$ cat src/rtl/decode_stage.sv
// decode_stage: requests one RV32I word at a time from fetch, decodes fields and immediate,
// holds the result under a valid/accept handshake and redirects fetch on JAL.
module decode_stage #(
   parameter bit JUMP_REDIRECT = 1'b1
) (
   input  logic        clockIn,
   input  logic        resetIn,
   input  logic        flushIn,
   output logic        startOut,
   input  logic [31:0] instructionIn,
   input  logic [31:0] addressIn,
   input  logic        readyIn,
   output logic [31:0] jumpAddressOut,
   output logic        jumpLatchOut,
   output logic [6:0]  opcodeOut,
   output logic [4:0]  rdOut,
   output logic [2:0]  funct3Out,
   output logic [4:0]  rs1Out,
   output logic [4:0]  rs2Out,
   output logic [6:0]  funct7Out,
   output logic [31:0] immediateOut,
   output logic [31:0] addressOut,
   output logic        illegalOut,
   output logic        validOut,
   input  logic        acceptIn
);
   typedef enum logic [1:0] {S_BOOT, S_ISSUE, S_WAIT, S_FULL} state_t;
   state_t state, state_nx;
   logic drop, drop_nx, capture, is_jal, illegal;
   logic [31:0] inst_q, imm, imm_j;
   always_ff @(posedge clockIn or negedge resetIn)
      if (!resetIn) begin
         state          <= S_BOOT;
         drop           <= 1'b0;
         startOut       <= 1'b0;
         validOut       <= 1'b0;
         jumpLatchOut   <= 1'b0;
         jumpAddressOut <= '0;
         inst_q         <= '0;
         immediateOut   <= '0;
         addressOut     <= '0;
         illegalOut     <= 1'b0;
      end else begin
         state        <= state_nx;
         drop         <= drop_nx;
         startOut     <= (state_nx == S_ISSUE);
         validOut     <= (state_nx == S_FULL);
         jumpLatchOut <= capture && is_jal && JUMP_REDIRECT;
         if (capture) begin
            inst_q       <= instructionIn;
            immediateOut <= imm;
            addressOut   <= addressIn;
            illegalOut   <= illegal;
            if (is_jal && JUMP_REDIRECT)
               jumpAddressOut <= addressIn + {{2{imm_j[31]}}, imm_j[31:2]};
         end
      end
   // a flush while a request is in flight only marks its response for discard
   always_comb begin
      state_nx = state;
      drop_nx  = drop;
      case (state)
         S_BOOT:  state_nx = S_ISSUE;
         S_ISSUE: begin
            state_nx = S_WAIT;
            drop_nx  = drop | flushIn;
         end
         S_WAIT: begin
            state_nx = readyIn ? ((drop || flushIn) ? S_ISSUE : S_FULL) : S_WAIT;
            drop_nx  = readyIn ? 1'b0 : (drop | flushIn);
         end
         S_FULL:  state_nx = (acceptIn || flushIn) ? S_ISSUE : S_FULL;
      endcase
   end
   always_comb begin
      capture = (state == S_WAIT) && readyIn && !drop && !flushIn;
      is_jal  = (instructionIn[6:0] == 7'b1101111);
      imm_j   = {{11{instructionIn[31]}}, instructionIn[31], instructionIn[19:12],
                 instructionIn[20], instructionIn[30:21], 1'b0};
      imm     = '0;
      illegal = 1'b0;
      case (instructionIn[6:0])
         7'b0000011, 7'b0010011, 7'b1100111, 7'b1110011:
            imm = {{20{instructionIn[31]}}, instructionIn[31:20]};
         7'b0100011:
            imm = {{20{instructionIn[31]}}, instructionIn[31:25], instructionIn[11:7]};
         7'b1100011:
            imm = {{19{instructionIn[31]}}, instructionIn[31], instructionIn[7],
                   instructionIn[30:25], instructionIn[11:8], 1'b0};
         7'b0110111, 7'b0010111:
            imm = {instructionIn[31:12], 12'b0};
         7'b1101111: imm = imm_j;
         7'b0110011: imm = '0;
         default:    illegal = 1'b1;
      endcase
   end
   assign opcodeOut = inst_q[6:0];
   assign rdOut     = inst_q[11:7];
   assign funct3Out = inst_q[14:12];
   assign rs1Out    = inst_q[19:15];
   assign rs2Out    = inst_q[24:20];
   assign funct7Out = inst_q[31:25];
endmodule

$ cat config.mk
export PLATFORM = sky130hd
export DESIGN_NAME = decode_stage
export DESIGN_NICKNAME = d
export VERILOG_FILES = /design/src/rtl/decode_stage.sv
export SDC_FILE = /design/constraint.sdc
export NUM_CORES = 1
export LEC_CHECK = 0
export ABC_AREA = 0
export CELL_PAD_IN_SITES_DETAIL_PLACEMENT = 0
export CELL_PAD_IN_SITES_GLOBAL_PLACEMENT = 1
export CORE_UTILIZATION = 38
export CTS_CLUSTER_SIZE = 12
export DETAILED_ROUTE_END_ITERATION = 10
export GPL_TIMING_DRIVEN = 0
export MAX_ROUTING_LAYER = met4
export PLACE_DENSITY_LB_ADDON = 0.1
export SETUP_SLACK_MARGIN = 0.05
export SLEW_MARGIN = 40
export SYNTH_ARGS = -nofsm -noshare
export SYNTH_HDL_FRONTEND = slang
export SYNTH_SLANG_ARGS = --single-unit
$ cat constraint.sdc
create_clock -name clockIn -period 6 [get_ports clockIn]
set_clock_uncertainty 0.1 [all_clocks]
set_input_delay 1.2 -clock clockIn [delete_from_list [all_inputs] [get_ports clockIn]]
set_output_delay 1.2 -clock clockIn [all_outputs]
set_load 0.03 [all_outputs]
==> reports/results.ini, run 1 <==
[critical_path]
cp-start-kind = input port
required_ns = 6.21
cp-end-kind = flop
worstSetupPathType = input port to flop
worstPathArrival_ns = 4.42
worst-path-max-fanout = 17

[sta]
hold_viol = 0
setup_tns_ns = 0
fmax_mhz = 237
finalCritPeriodShare = 0.703
period_minus_slack_ns = 4.22
setup_viol = 0
max_slew_margin = 0.478
rsz0062_at_grt = no
tightest_slew_ns = 0.783
slew_viol_final = 0

[routing]
final_antenna_net_count = 0
via_count = 6689
drtPass1Iterations = 8
routed_wirelength_um = 22300
post_drt_wl_per_cell_um = 17.0
first_iter_violations = 317
drcViolationCount = 10
vias_per_cell = 5.10

[final_layout]
drive_gt1_frac = 0.0462
multi_input_area_um2 = 3510
final_nets = 1174
area_growth_pct = 40.8
final_cells = 1311
final_area_um2 = 10100
mostFrequentLayoutCells = 290 x nand2_1, 196 x clkdlybuf4s50_1, 135 x dfrtp_1, 72 x o21ai_0, 62 x a21oi_1
final_common_cell = nand2_1
antenna_cells = 0
seq_area_um2 = 3380
nFillCells = 1714

[clock_network]
clk_pin_slew_worst_paths_ns = 0.06
numCtsBuffers = 17
htreeDepth = 4
cts_tree = yes
clock_latency_ns = 0.43
cts_resized = 0
clock_path_buffers = 2
cts_hold_buf = 0
post_cts_buffers = 0
cts.sinks = 135
root_buffer = clkbuf_16

[die]
dieWidth_um = 139
start_util = 0.392
coreArea_um2 = 18200
die_y_um = 139
die_area_um2 = 19300
io_pins = 201
rows = 49

[logic_synthesis]
syn_avg_cell_area_um2 = 8.38
netlist-cell-type-count = 59
syn_inst = 852
synth_warnings = 0
ys_seq_area_frac = 0.473
netlist_area_um2 = 7140
synth-seq-cells = 135
async_flop_share = 1.00
yosys_most_used_dff = dfrtp_1
synth-edff-count = 0
syn_nets = 956

[global_routing]
antenna_found_initial = 0
grt_remaining_overflow = 0
grt_usage = 0.247
grt_pass1_vias = 6422
grt_pass1_wl_um = 35800
grt_max_degree = 53

[pwr]
p_per_area_nw_per_um2 = 370
total_power_mw = 3.72
ir_worst_vdd_mv = 0.221
power.leakage_nw = 4.54

[placed_design]
place_area_um2 = 9460
dp_hpwl_um = 17300
port_buffers = 197
dp.cells = 1280
routabilityCongestion = 0.850

[run]
drv_cap = 0

[run_status]
outcome = finished, violations left
violations = DRC

[worst_hold_path]
hold_path_class = flop to flop

-- registers in the layout, indices dropped and copies added (netlist names) --
name / flops
validOut: 1
immediateOut: 32
state: 2
jumpAddressOut: 32
inst_q: 32
addressOut: 32
jumpLatchOut: 1
startOut: 1
drop: 1
illegalOut: 1
-- cell families (layout without fill, tap and decap cells) --
family | count (synthesis) | in the layout | share of synthesized area
simple gates | 388 | 388 | 0.226
compound gates | 204 | 204 | 0.171
flops | 135 | 135 | 0.473
buf+inv | 65 | 295 | 0.0366
fa+ha+maj | 35 | 35 | 0.0624
xor+xnor | 24 | 24 | 0.0294
mux | 1 | 1 | 0.00140
-- cells in the mapped netlist, drive strengths merged (2+ instances only) --
library cell  instances  area, µm²
a2111oi               2       23.8
a211o                 4       35.0
a211oi                2       15.0
a21o                 10       75.1
a21oi                62        310
a221o                 3       30.0
a221oi                4       35.0
a31oi                 8       50.1
a41oi                 2       17.5
and2                  3       18.8
and3                  7       48.8
and4                  2       17.5
buf                  11       57.6
clkbuf               38        144
dfrtp               135       3380
ha                   34        425
inv                  16       60.1
nand2               290       1090
nand3                19       95.1
nand3b                2       15.0
nand4                10       62.6
nor2                 33        124
nor2b                 2       20.0
nor3                  8       40.0
nor4                  2       12.5
o2111ai               2       17.5
o211ai                3       22.5
o21a                  7       52.6
o21ai                75        375
o21bai                2       15.0
o221ai                2       17.5
o22ai                 3       18.8
o31ai                 3       22.5
or3                   4       25.0
or4                   3       22.5
xnor2                12        105
xor2                 12        105
-- metrics by stage --
step,hold WS [ns],utilization,worst slack (ns)
global route,0.393,0.552,1.54
finish,0.370,0.552,1.78
detailed placement,0.361,0.519,1.35
global placement,0.357,0.516,-1.94
CTS,0.377,0.552,1.78
floorplan,0.447,-,2.56
-- layout make-up --
class	count	share of cell area
Clock inverter	12	0.0153
Multi-Input combinational cell	652	0.349
Timing Repair Buffer	199	0.201
Buffer	49	0.0200
Tap cell	229	0.0285
Sequential cell	135	0.336
Inverter	16	0.00597
Clock buffer	19	0.0441
-- routing by layer --
layer	wire length (µm)	track usage	vias to the layer above
li1	-	-	3359
met1	11100	0.351	3112
met2	9420	0.346	192
met3	1290	0.0511	26
met4	477	0.0871	0
met5	0	-	-
-- worst max-delay path: stages --
cell	delay (ns)
clkdlybuf4s50_1	0.95
ha_1	0.35
clkbuf_1	0.21
a21oi_1	0.23
o21ai_1	0.14
or3_1	0.33
a221o_1	0.31
or4_1	0.46
a31oi_1	0.16
nor3_1	0.06
-- worst paths after layout --
path	from	cells after the start	slack [ns]	to
min in group asynchronous	resetIn	1	0.56	inst_q[25]
setup / recovery	instructionIn[31]	10	1.78	jumpAddressOut[30]
setup reg to reg	state[0]	10	3.16	jumpAddressOut[26]
max in group asynchronous	resetIn	3	4.40	drop
hold / removal	inst_q[22]	2	0.37	inst_q[22]
hold reg to reg	inst_q[22]	2	0.37	inst_q[22]
-- power by group --
group	switching, mW	leakage (nW)	internal [mW]	total (mW)
sequential	0.121	1.80	1.13	1.25
clock	0.407	0.285	0.661	1.07
combinational	0.843	2.46	0.565	1.41
total	1.37	4.54	2.35	3.72
Note: power is estimated with default switching activity, not from simulation.
==> run 2, diff against run 1 <==
--- a/config.mk
+++ b/config.mk
@@ -8,7 +8,7 @@
 export ABC_AREA = 0
 export CELL_PAD_IN_SITES_DETAIL_PLACEMENT = 0
 export CELL_PAD_IN_SITES_GLOBAL_PLACEMENT = 1
-export CORE_UTILIZATION = 38
+export CORE_UTILIZATION = 35
 export CTS_CLUSTER_SIZE = 12
 export DETAILED_ROUTE_END_ITERATION = 10
 export GPL_TIMING_DRIVEN = 0
==> constraint.sdc (replaced) <==
create_clock -name clockIn -period 4.4 [get_ports clockIn]
set_clock_uncertainty 0.1 [all_clocks]
set_input_delay 0.88 -clock clockIn [delete_from_list [all_inputs] [get_ports clockIn]]
set_output_delay 0.88 -clock clockIn [all_outputs]
set_load 0.03 [all_outputs]
==> reports/results.ini, run 2 (synthesized netlist as in run 1, its figures left out) <==
[run_status]
outcome = finished, final reports clean

[placed_design]
dp_hpwl_um = 17800  ; +2.7%
place_area_um2 = 9510  ; +0.56%
routabilityCongestion = 0.825  ; -2.9%
port_buffers = 197  ; unchanged

[pwr]
power.leakage_nw = 4.53  ; -0.25%
clkPwrFrac = 0.277  ; -0.010
p_int_mw = 3.12  ; +33%
p_seq_frac = 0.339  ; +0.004
p_switching_mw = 1.89  ; +38%
combPwrFrac = 0.384  ; +0.006
p_per_area_nw_per_um2 = 497  ; +34%
swShare = 0.377  ; +0.00919
ir_worst_vdd_mv = 0.311  ; +41%

[global_routing]
grt_pass1_wl_um = 35900  ; +0.50%
grt_remaining_overflow = 0  ; unchanged
grt_pass1_vias = 6404  ; -0.28%
grt_usage = 0.236  ; -0.0111
grt_max_degree = 61  ; +15%
antenna_found_initial = 0  ; unchanged

[die]
start_util = 0.362  ; -0.0300
io_pins = 201  ; unchanged
die_area_um2 = 21000  ; +8.4%
die_y_um = 145  ; +4.1%
dieWidth_um = 145  ; +4.1%
rows = 51  ; +4.1%
coreArea_um2 = 19700  ; +8.3%

[final_layout]
final_util = 0.511  ; -0.0407
seq_area_um2 = 3380  ; unchanged
final_common_cell = nand2_1
nFillCells = 1896  ; +11%
area_growth_pct = 41.2
antenna_cells = 0  ; unchanged
final_nets = 1174  ; unchanged
mostFrequentLayoutCells = 290 x nand2_1, 196 x clkdlybuf4s50_1, 135 x dfrtp_1, 72 x o21ai_0, 62 x a21oi_1
multi_input_area_um2 = 3510  ; unchanged
final_area_um2 = 10100  ; +0.30%
drive_gt1_frac = 0.0471  ; +0.000881

[routing]
final_antenna_net_count = 0  ; unchanged
via_count = 6652  ; -0.55%
vias_per_cell = 4.93  ; -3.3%
post_drt_wl_per_cell_um = 17.1  ; +0.48%
routed_wirelength_um = 23000  ; +3.3%
first_iter_violations = 352  ; +11%
drcViolationCount = 0  ; -10
drtPass1Iterations = 4  ; -4

[critical_path]
r2r_slack_ns = 1.59  ; -1.57 ns
cpLargestDelayFamily = buffers and inverters
critPathMaxStageDelay_ns = 0.99  ; +0.04 ns
required_ns = 4.61  ; -1.60 ns
worstSetupPathType = input port to flop
critPathSlowestCell = clkdlybuf4s50_1
rr_worst_depth = 10  ; unchanged
cp-start-kind = input port
cp-end-kind = flop
path_cells = clkdlybuf4s50_1 > ha_1 > clkbuf_1 > a21oi_1 > o21ai_1 > or3_1 > a221o_1 > or4_1 > a31oi_1 > nor3_1
worstPathArrival_ns = 4.19  ; -0.23 ns
cp.buffers_inverters = 2  ; unchanged
r2r_start = state[0]
worst-path-max-fanout = 17  ; unchanged
r2r_end = jumpAddressOut[13]

[sta]
setup_viol = 0  ; unchanged
slew_viol_final = 0  ; unchanged
setup_tns_ns = 0  ; unchanged
hold_ws_ns = 0.212  ; -0.158 ns
hold_viol = 0  ; unchanged
period_minus_slack_ns = 3.98
tightest_slew_ns = 0.803  ; +0.0191 ns
rsz0062_at_grt = no
fmax_mhz = 251
finalCritPeriodShare = 0.905
max_slew_margin = 0.463  ; -0.0144

[run]
drv_cap = 0  ; unchanged

[clock_network]
htreeDepth = 4  ; unchanged
root_buffer = clkbuf_16
cts_resized = 0  ; unchanged
clk_pin_slew_worst_paths_ns = 0.07  ; about the same
cts.sinks = 135  ; unchanged
cts_tree = yes
cts_hold_buf = 0  ; unchanged
post_cts_buffers = 0  ; unchanged
numCtsBuffers = 17  ; unchanged
clock_latency_ns = 0.41  ; -0.02 ns
clock_path_buffers = 2  ; unchanged

[worst_hold_path]
hold_path_class = input port to async pin

-- run 2: cell type report --
type                       count  share of cell area
multi-input combinational    652               0.348
sequential                   135               0.335
timing repair buffer         199               0.201
clock buffer                  20              0.0453
tap                          265              0.0329
buffer                        49              0.0200
clock inverter                12              0.0117
inverter                      16             0.00596
-- run 2: worst max-delay path by stage --
| stage | startpoint | to | slack [ns] | cells after the start |
|---|---|---|---|---|
| finish | instructionIn[31] | jumpAddressOut[30] | 0.42 | 10 |
| CTS | instructionIn[31] | jumpAddressOut[30] | 0.47 | 10 |
| detailed placement | instructionIn[31] | jumpAddressOut[30] | 0.03 | 10 |
| floorplan | instructionIn[22] | jumpAddressOut[28] | 1.28 | 9 |
| global route | instructionIn[31] | jumpAddressOut[30] | 0.27 | 10 |
| global placement | resetIn | addressOut[27] | -3.35 | 1 |
-- run 2: metrics by stage --
| stage | cells | total power, mW | worst slack (ns) |
|---|---|---|---|
| after CTS | 1348 | 5.07 | 0.473 |
| after detailed placement | 1316 | 3.64 | 0.0251 |
| after global placement | 1314 | 3.63 | -3.35 |
| after global routing | 1348 | 5.29 | 0.274 |
| after floorplan | 852 | 2.78 | 1.28 |
| final | 1348 | 5.02 | 0.420 |
-- run 2: power by group through the flow --
| stage | registers (mW) | logic [mW] | clock network, mW |
|---|---|---|---|
| after floorplan | 2.27 | 0.505 | 0 |
| after global placement | 1.72 | 1.91 | 0 |
| after detailed placement | 1.71 | 1.93 | 0 |
| after CTS | 1.70 | 1.94 | 1.43 |
| after global routing | 1.74 | 2.07 | 1.48 |
| final | 1.70 | 1.92 | 1.39 |
-- run 2: metal layers --
metal	part of all wire	global-route usage	vias to the layer above	routed length, µm
met4	0.0098	0.0598	0	225
li1	-	-	3358	-
met5	0	-	-	0
met3	0.054	0.0500	13	1250
met1	0.51	0.336	3110	11800
met2	0.42	0.338	171	9750
==> run 3, diff against run 2 <==
--- a/config.mk
+++ b/config.mk
@@ -6,6 +6,7 @@
 export NUM_CORES = 1
 export LEC_CHECK = 0
 export ABC_AREA = 0
+export CAP_MARGIN = 20
 export CELL_PAD_IN_SITES_DETAIL_PLACEMENT = 0
 export CELL_PAD_IN_SITES_GLOBAL_PLACEMENT = 1
 export CORE_UTILIZATION = 35
==> results of run 3 <==
Final layout, timing and power as in run 2 (identical DEF).
